<file path="config.mk">
export PLATFORM = sky130hd
export DESIGN_NAME = block_scale_estimator
export DESIGN_NICKNAME = d
export VERILOG_FILES = /design/src/rtl/block_scale_estimator.sv
export SDC_FILE = /design/constraint.sdc
export NUM_CORES = 1
export LEC_CHECK = 0
export BUFFER_PORTS_ARGS = -buffer_cell sky130_fd_sc_hd__buf_2
export CAP_MARGIN = 25
export CORE_MARGIN = 1
export CORE_UTILIZATION = 40
export DETAILED_ROUTE_END_ITERATION = 8
export GPL_TIMING_DRIVEN = 0
export MAX_ROUTING_LAYER = met4
export SLEW_MARGIN = 30
export SYNTH_ARGS = -nofsm -noshare
export SYNTH_HDL_FRONTEND = slang
export SYNTH_SLANG_ARGS = --single-unit
</file>
<file path="constraint.sdc">
create_clock -name clk -period 14 [get_ports clk]
set_input_delay 3.5 -clock clk [delete_from_list [all_inputs] [get_ports clk]]
set_output_delay 3.5 -clock clk [all_outputs]
set_load 0.05 [all_outputs]
</file>
<file path="src/rtl/block_scale_estimator.sv">
// block_scale_estimator
// Collects BLOCK_SIZE signed samples, tracks the peak magnitude M, then derives
// a block scaling factor q = ceil(M / MAX_QUANTIZATION_VALUE) with a serial
// restoring divider. The factor is clamped to MAX_SCALING_FACTOR_VALUE and is
// never zero.
// Ports:
//   clk, rst          rising-edge clock, synchronous active-high reset
//   in_data/in_valid  signed sample stream; in_ready high while accumulating
//   sf_data           scaling factor for the finished block
//   sf_max_abs        peak magnitude of the finished block
//   sf_sat            scaling factor was clamped
//   sf_valid/sf_ready result handshake
module block_scale_estimator #(
  parameter int INPUT_DATA_BITWIDTH      = 32,
  parameter int SCALING_FACTOR_BITWIDTH  = 12,
  parameter int BLOCK_SIZE               = 1024,
  parameter int MAX_QUANTIZATION_VALUE   = 2047,
  parameter int MAX_SCALING_FACTOR_VALUE = 4095
) (
  input  logic                               clk,
  input  logic                               rst,
  input  logic [INPUT_DATA_BITWIDTH-1:0]     in_data,
  input  logic                               in_valid,
  output logic                               in_ready,
  output logic [SCALING_FACTOR_BITWIDTH-1:0] sf_data,
  output logic [INPUT_DATA_BITWIDTH-1:0]     sf_max_abs,
  output logic                               sf_sat,
  output logic                               sf_valid,
  input  logic                               sf_ready
);
  localparam int W   = INPUT_DATA_BITWIDTH;
  localparam int SFW = SCALING_FACTOR_BITWIDTH;
  localparam int CW  = (BLOCK_SIZE > 1) ? $clog2(BLOCK_SIZE) : 1;
  localparam int DCW = $clog2(W + 2);

  localparam logic [W:0]     DIVISOR  = (W+1)'(MAX_QUANTIZATION_VALUE);
  localparam logic [W:0]     BIAS     = (W+1)'(MAX_QUANTIZATION_VALUE - 1);
  localparam logic [W:0]     SF_LIMIT = (W+1)'(MAX_SCALING_FACTOR_VALUE);
  localparam logic [CW-1:0]  LAST_IDX = CW'(BLOCK_SIZE - 1);
  localparam logic [DCW-1:0] DIV_END  = DCW'(W + 1);

  typedef enum logic [1:0] {ACCUM, DIV, OUT} state_t;

  state_t         state, state_next;
  logic [CW-1:0]  cnt;
  logic [W-1:0]   peak, mag, peak_new;
  logic [W:0]     num, quo, rem_shift;
  logic [W-1:0]   rem, rem_next;
  logic [DCW-1:0] div_cnt;
  logic           accept, last, div_done, ge;

  assign in_ready = (state == ACCUM);
  assign sf_valid = (state == OUT);
  assign accept   = in_valid && in_ready;
  assign last     = (cnt == LAST_IDX);
  assign div_done = (div_cnt == DIV_END);

  // Two's-complement magnitude; the most negative value maps to 2^(W-1),
  // which still fits the unsigned W-bit peak register.
  always_comb begin
    mag      = in_data[W-1] ? (~in_data + 1'b1) : in_data;
    peak_new = ((cnt == '0) || (mag > peak)) ? mag : peak;
  end

  // Restoring step: the remainder stays below the divisor, so W bits hold it;
  // only the shifted trial value needs the extra bit.
  always_comb begin
    rem_shift = {rem, num[W]};
    ge        = (rem_shift >= DIVISOR);
    rem_next  = ge ? W'(rem_shift - DIVISOR) : rem_shift[W-1:0];
  end

  always_ff @(posedge clk) begin
    if (rst) state <= ACCUM;
    else     state <= state_next;
  end

  always_comb begin
    state_next = state;
    case (state)
      ACCUM:   if (accept && last) state_next = DIV;
      DIV:     if (div_done)       state_next = OUT;
      OUT:     if (sf_ready)       state_next = ACCUM;
      default:                     state_next = ACCUM;
    endcase
  end

  // DIV runs W+1 quotient steps followed by one result-formatting cycle.
  always_ff @(posedge clk) begin
    if (rst) begin
      cnt        <= '0;
      peak       <= '0;
      num        <= '0;
      rem        <= '0;
      quo        <= '0;
      div_cnt    <= '0;
      sf_data    <= '0;
      sf_max_abs <= '0;
      sf_sat     <= 1'b0;
    end else begin
      case (state)
        ACCUM: begin
          if (accept) begin
            peak <= peak_new;
            cnt  <= last ? '0 : cnt + 1'b1;
            if (last) begin
              num     <= {1'b0, peak_new} + BIAS;
              rem     <= '0;
              quo     <= '0;
              div_cnt <= '0;
            end
          end
        end
        DIV: begin
          if (!div_done) begin
            rem     <= rem_next;
            quo     <= {quo[W-1:0], ge};
            num     <= {num[W-1:0], 1'b0};
            div_cnt <= div_cnt + 1'b1;
          end else begin
            sf_max_abs <= peak;
            if (peak == '0) begin
              sf_data <= SFW'(1);
              sf_sat  <= 1'b0;
            end else if (quo > SF_LIMIT) begin
              sf_data <= SFW'(MAX_SCALING_FACTOR_VALUE);
              sf_sat  <= 1'b1;
            end else begin
              sf_data <= quo[SFW-1:0];
              sf_sat  <= 1'b0;
            end
          end
        end
        default: ;
      endcase
    end
  end
endmodule
</file>
==> metrics.txt <==
# TYPE chip_impl_metric gauge
chip_impl_metric{name="rows",unit=""} 60
chip_impl_metric{name="final_layout_size_suffix_gt1_frac",unit=""} 0.08726
chip_impl_metric{name="post-place-ws",unit="ns"} 2.359
chip_impl_metric{name="clockPowerShare",unit=""} 0.387
chip_impl_metric{name="report.final.slew_viol_count",unit=""} 0
chip_impl_metric{name="grt_first_pass_wirelength",unit="um"} 56860
chip_impl_metric{name="synth.top_cell.area_share",unit=""} 0.3446
chip_impl_info{name="run_status",value="finished clean"} 1
chip_impl_metric{name="post_synth_mux_area_share",unit=""} 0.006584
chip_impl_metric{name="vias",unit=""} 11240
chip_impl_metric{name="netlist-cell-type-count",unit=""} 75
chip_impl_metric{name="syn-mean-instance-area",unit="um2"} 7.638
chip_impl_info{name="cell_types_occupying_the_most_area_after_synthesis",value="dfxtp_1 34%, nand2_1 6.5%, a21oi_1 6.1%"} 1
chip_impl_metric{name="layout.core_utilization",unit=""} 0.4635
chip_impl_metric{name="final_worst_path_period_share",unit=""} 0.8244
chip_impl_metric{name="finalWeightedCongestion",unit=""} 0.9889
chip_impl_metric{name="detail_route.iter0.violations",unit=""} 1082
chip_impl_metric{name="cts-htree-levels",unit=""} 4
chip_impl_metric{name="post_cts.repair.setup_buffers",unit=""} 0
chip_impl_metric{name="cts_hold_repair.buffers",unit=""} 0
chip_impl_info{name="timing_worst_setup_path_type",value="in2reg"} 1
chip_impl_info{name="crit_slowest_cell",value="nor4b_1"} 1
chip_impl_metric{name="power_frac_seq",unit=""} 0.444
chip_impl_metric{name="die_h",unit="um"} 169.4
chip_impl_metric{name="clk_latency",unit="ns"} 0.45
chip_impl_metric{name="crit_path_max_incr_delay",unit="ns"} 0.70
chip_impl_metric{name="synthToLayoutAreaGrowth",unit="%"} 12.64
chip_impl_metric{name="fmaxAchievable",unit="GHz"} 0.08664
chip_impl_metric{name="diodes",unit=""} 0
chip_impl_metric{name="synthesized_flop_and_latch_total",unit=""} 193
chip_impl_metric{name="dpl-instance-area",unit="um2"} 12030
chip_impl_metric{name="cp.required",unit="ns"} 14.31
chip_impl_metric{name="postSynth.asyncResetShare",unit=""} 0
chip_impl_metric{name="antenna_found_initial",unit=""} 0
chip_impl_metric{name="first_global_vias",unit=""} 10300
chip_impl_info{name="rsz_0062_raised_after_global_routing",value="no"} 1
chip_impl_metric{name="critical_path.max_fanout",unit=""} 10
chip_impl_metric{name="post-route-cell-area",unit="um2"} 12630
chip_impl_metric{name="compound_cell_area_share_of_the_yosys_netlist",unit=""} 0.2105
chip_impl_info{name="critical-path-top-delay-family",value="simple AND/OR/NAND/NOR gates"} 1
chip_impl_metric{name="grt_remaining_overflow",unit=""} 0
chip_impl_info{name="worstSetupEndpointType",value="register"} 1
chip_impl_metric{name="clock_tree.buffer_depth",unit=""} 2
chip_impl_metric{name="timing.hold.ws",unit="ns"} 0.4559
chip_impl_metric{name="synth-seq-area-share",unit=""} 0.3446
chip_impl_metric{name="finish.cell_count_without_fillers",unit=""} 1942
chip_impl_info{name="start_kind",value="primary input"} 1
chip_impl_metric{name="power.density_cell_area",unit="nW/um2"} 103.6
chip_impl_metric{name="synthesis.instances",unit=""} 1468
chip_impl_metric{name="avgRoutedWirePerCell",unit="um"} 18.68
chip_impl_metric{name="die_w",unit="um"} 169.4
chip_impl_metric{name="cts.clk_slew.worst_paths",unit="ns"} 0.08
chip_impl_metric{name="cts_num_sinks",unit=""} 193
chip_impl_metric{name="post-dp-hpwl",unit="um"} 27590
chip_impl_metric{name="hold_violations",unit=""} 0
chip_impl_metric{name="total_die_area",unit="um2"} 28700
chip_impl_metric{name="path_buf_inv",unit=""} 6
chip_impl_metric{name="cts.repair.resized",unit=""} 0
chip_impl_metric{name="number_of_max_cap_violations",unit=""} 0
chip_impl_metric{name="synth_simple_gate_area_share",unit=""} 0.2723
chip_impl_metric{name="number_of_setup_violations_in_the_final_report",unit=""} 0
chip_impl_metric{name="switching_share",unit=""} 0.3224
chip_impl_metric{name="core_area",unit="um2"} 27250
chip_impl_metric{name="clock-skew-final",unit="ns"} 0.01545
chip_impl_metric{name="nets",unit=""} 1632
chip_impl_metric{name="yosys.area_share.adder",unit=""} 0.04352
chip_impl_metric{name="synth_enable_flop_cells",unit=""} 0
chip_impl_metric{name="ioPinCount",unit=""} 83
chip_impl_metric{name="routed_via_density",unit=""} 5.785
chip_impl_info{name="clockRootBuffer",value="clkbuf_16"} 1
chip_impl_metric{name="fin_total_pwr",unit="mW"} 1.309
chip_impl_metric{name="power.switching",unit="mW"} 0.4220
chip_impl_metric{name="max_slew.worst_pin.slew",unit="ns"} 1.071
chip_impl_metric{name="ir_drop",unit="uV"} 94.59
chip_impl_metric{name="floorplan.initialDensity",unit=""} 0.4114
chip_impl_metric{name="antenna_violating_nets_post_route",unit=""} 0
chip_impl_metric{name="critical_path_arrival",unit="ns"} 11.85
chip_impl_info{name="combinational_family_with_the_most_area_after_synthesis",value="simple AND/OR/NAND/NOR gates"} 1
chip_impl_metric{name="drt-total-wl",unit="um"} 36280
chip_impl_info{name="synth_top_cell_by_area",value="dfxtp_1"} 1
chip_impl_metric{name="global_route.usage.total",unit=""} 0.2598
chip_impl_metric{name="drtPass1Iterations",unit=""} 5
chip_impl_metric{name="static-leakage-power",unit="nW"} 4.371
chip_impl_info{name="tritoncts",value="yes"} 1
chip_impl_metric{name="syn_nets",unit=""} 1543
chip_impl_metric{name="power.combinational.fraction",unit=""} 0.169
chip_impl_info{name="hold_path.class",value="reg2reg"} 1
chip_impl_metric{name="internal_power_contribution",unit="mW"} 0.8868
chip_impl_metric{name="detail_route.drc_violations",unit=""} 0
chip_impl_metric{name="grt_max_degree",unit=""} 20
chip_impl_metric{name="synthXorXnorAreaFrac",unit=""} 0.07030
chip_impl_metric{name="tns",unit="ns"} 0
chip_impl_metric{name="synth_warnings",unit=""} 0
chip_impl_metric{name="number_of_cts_inserted_buffers",unit=""} 17
chip_impl_metric{name="place.detailed.instances",unit=""} 1910
chip_impl_info{name="synth_ff_type",value="dfxtp_1"} 1
chip_impl_metric{name="fin_crit",unit="ns"} 11.54
chip_impl_metric{name="placement.io_buffers",unit=""} 70
chip_impl_metric{name="netlist_area",unit="um2"} 11210
chip_impl_metric{name="final_critical_path_setup_slack",unit="ns"} 2.458
chip_impl_info{name="yosys-top-cells-count",value="193 x dfxtp_1, 193 x nand2_1, 137 x a21oi_1"} 1
chip_impl_metric{name="timing.slew.headroom",unit=""} 0.2808
cells in the final DEF, fill, tap and decap left out, types with 12 or more instances in the layout:
cell and n:
or4_1 20, buf_2 76, o31ai_1 15, nand4_1 28, clkbuf_16 17, a31oi_1 22
ha_1 39, a22oi_1 23, xnor2_1 48, xor2_1 42, nand3_1 66, nor2_1 135
or3_1 14, nand2_1 193, nor3_1 56, o211ai_1 18, clkbuf_1 85, inv_1 57
nor4_1 32, nand2b_1 15, o21ai_0 61, and3_1 12, a21oi_1 137, a211oi_1 31
dfxtp_1 193
per-layer routing:
| metal | share of wire | track usage |
|---|---|---|
| met1 | 0.46 | 0.3465 |
| met2 | 0.45 | 0.4035 |
| met3 | 0.059 | 0.03078 |
| met4 | 0.031 | 0.09518 |
| met5 | 0 | - |
registers in the layout, summed over array words and instances (netlist names):
register / flops
num: 33
quo: 33
peak: 32
rem: 32
sf_max_abs: 32
sf_data: 12
cnt: 10
div_cnt: 6
state: 2
sf_sat: 1
power groups by stage:
stage | clock (mW) | sequential [mW] | combinational, mW
floorplan | 0 | 0.581 | 0.150
CTS | 0.511 | 0.579 | 0.215
finish | 0.507 | 0.581 | 0.221
global placement | 0 | 0.592 | 0.212
detailed placement | 0 | 0.592 | 0.214
global route | 0.534 | 0.581 | 0.241
kinds of logic (layout without fill, tap and decap cells):
family          count (synthesis)  in the layout
fa+ha+maj                      39             39
simple gates                  617            617
mux                             7              7
flops                         193            193
buf+inv                       152            254
xor+xnor                       90             90
compound gates                370            370
path summary, 6_finish.rpt:
check	start	to	slack [ns]	cells past startpoint
min	sf_max_abs[18]	sf_max_abs[18]	0.46	2
min reg2reg	sf_max_abs[18]	sf_max_abs[18]	0.46	2
max reg2reg	peak[14]	num[23]	7.00	20
max	in_data[0]	num[23]	2.46	27
worst min-delay path, stage by stage, from the launching register on:
cell and delay (ns):
dfxtp_1 0.31, nand2_1 0.05, a21oi_1 0.05
layout make-up:
class / count / area, um2
Buffer: 95 / 371.6
Clock buffer: 18 / 429.2
Clock inverter: 14 / 172.7
Fill cell: 2753 / 14620
Inverter: 57 / 214.0
Multi-Input combinational cell: 1123 / 6763
Sequential cell: 193 / 3864
Tap cell: 372 / 465.4
Timing Repair Buffer: 70 / 350.3
Power figures use the tool's default switching activity.
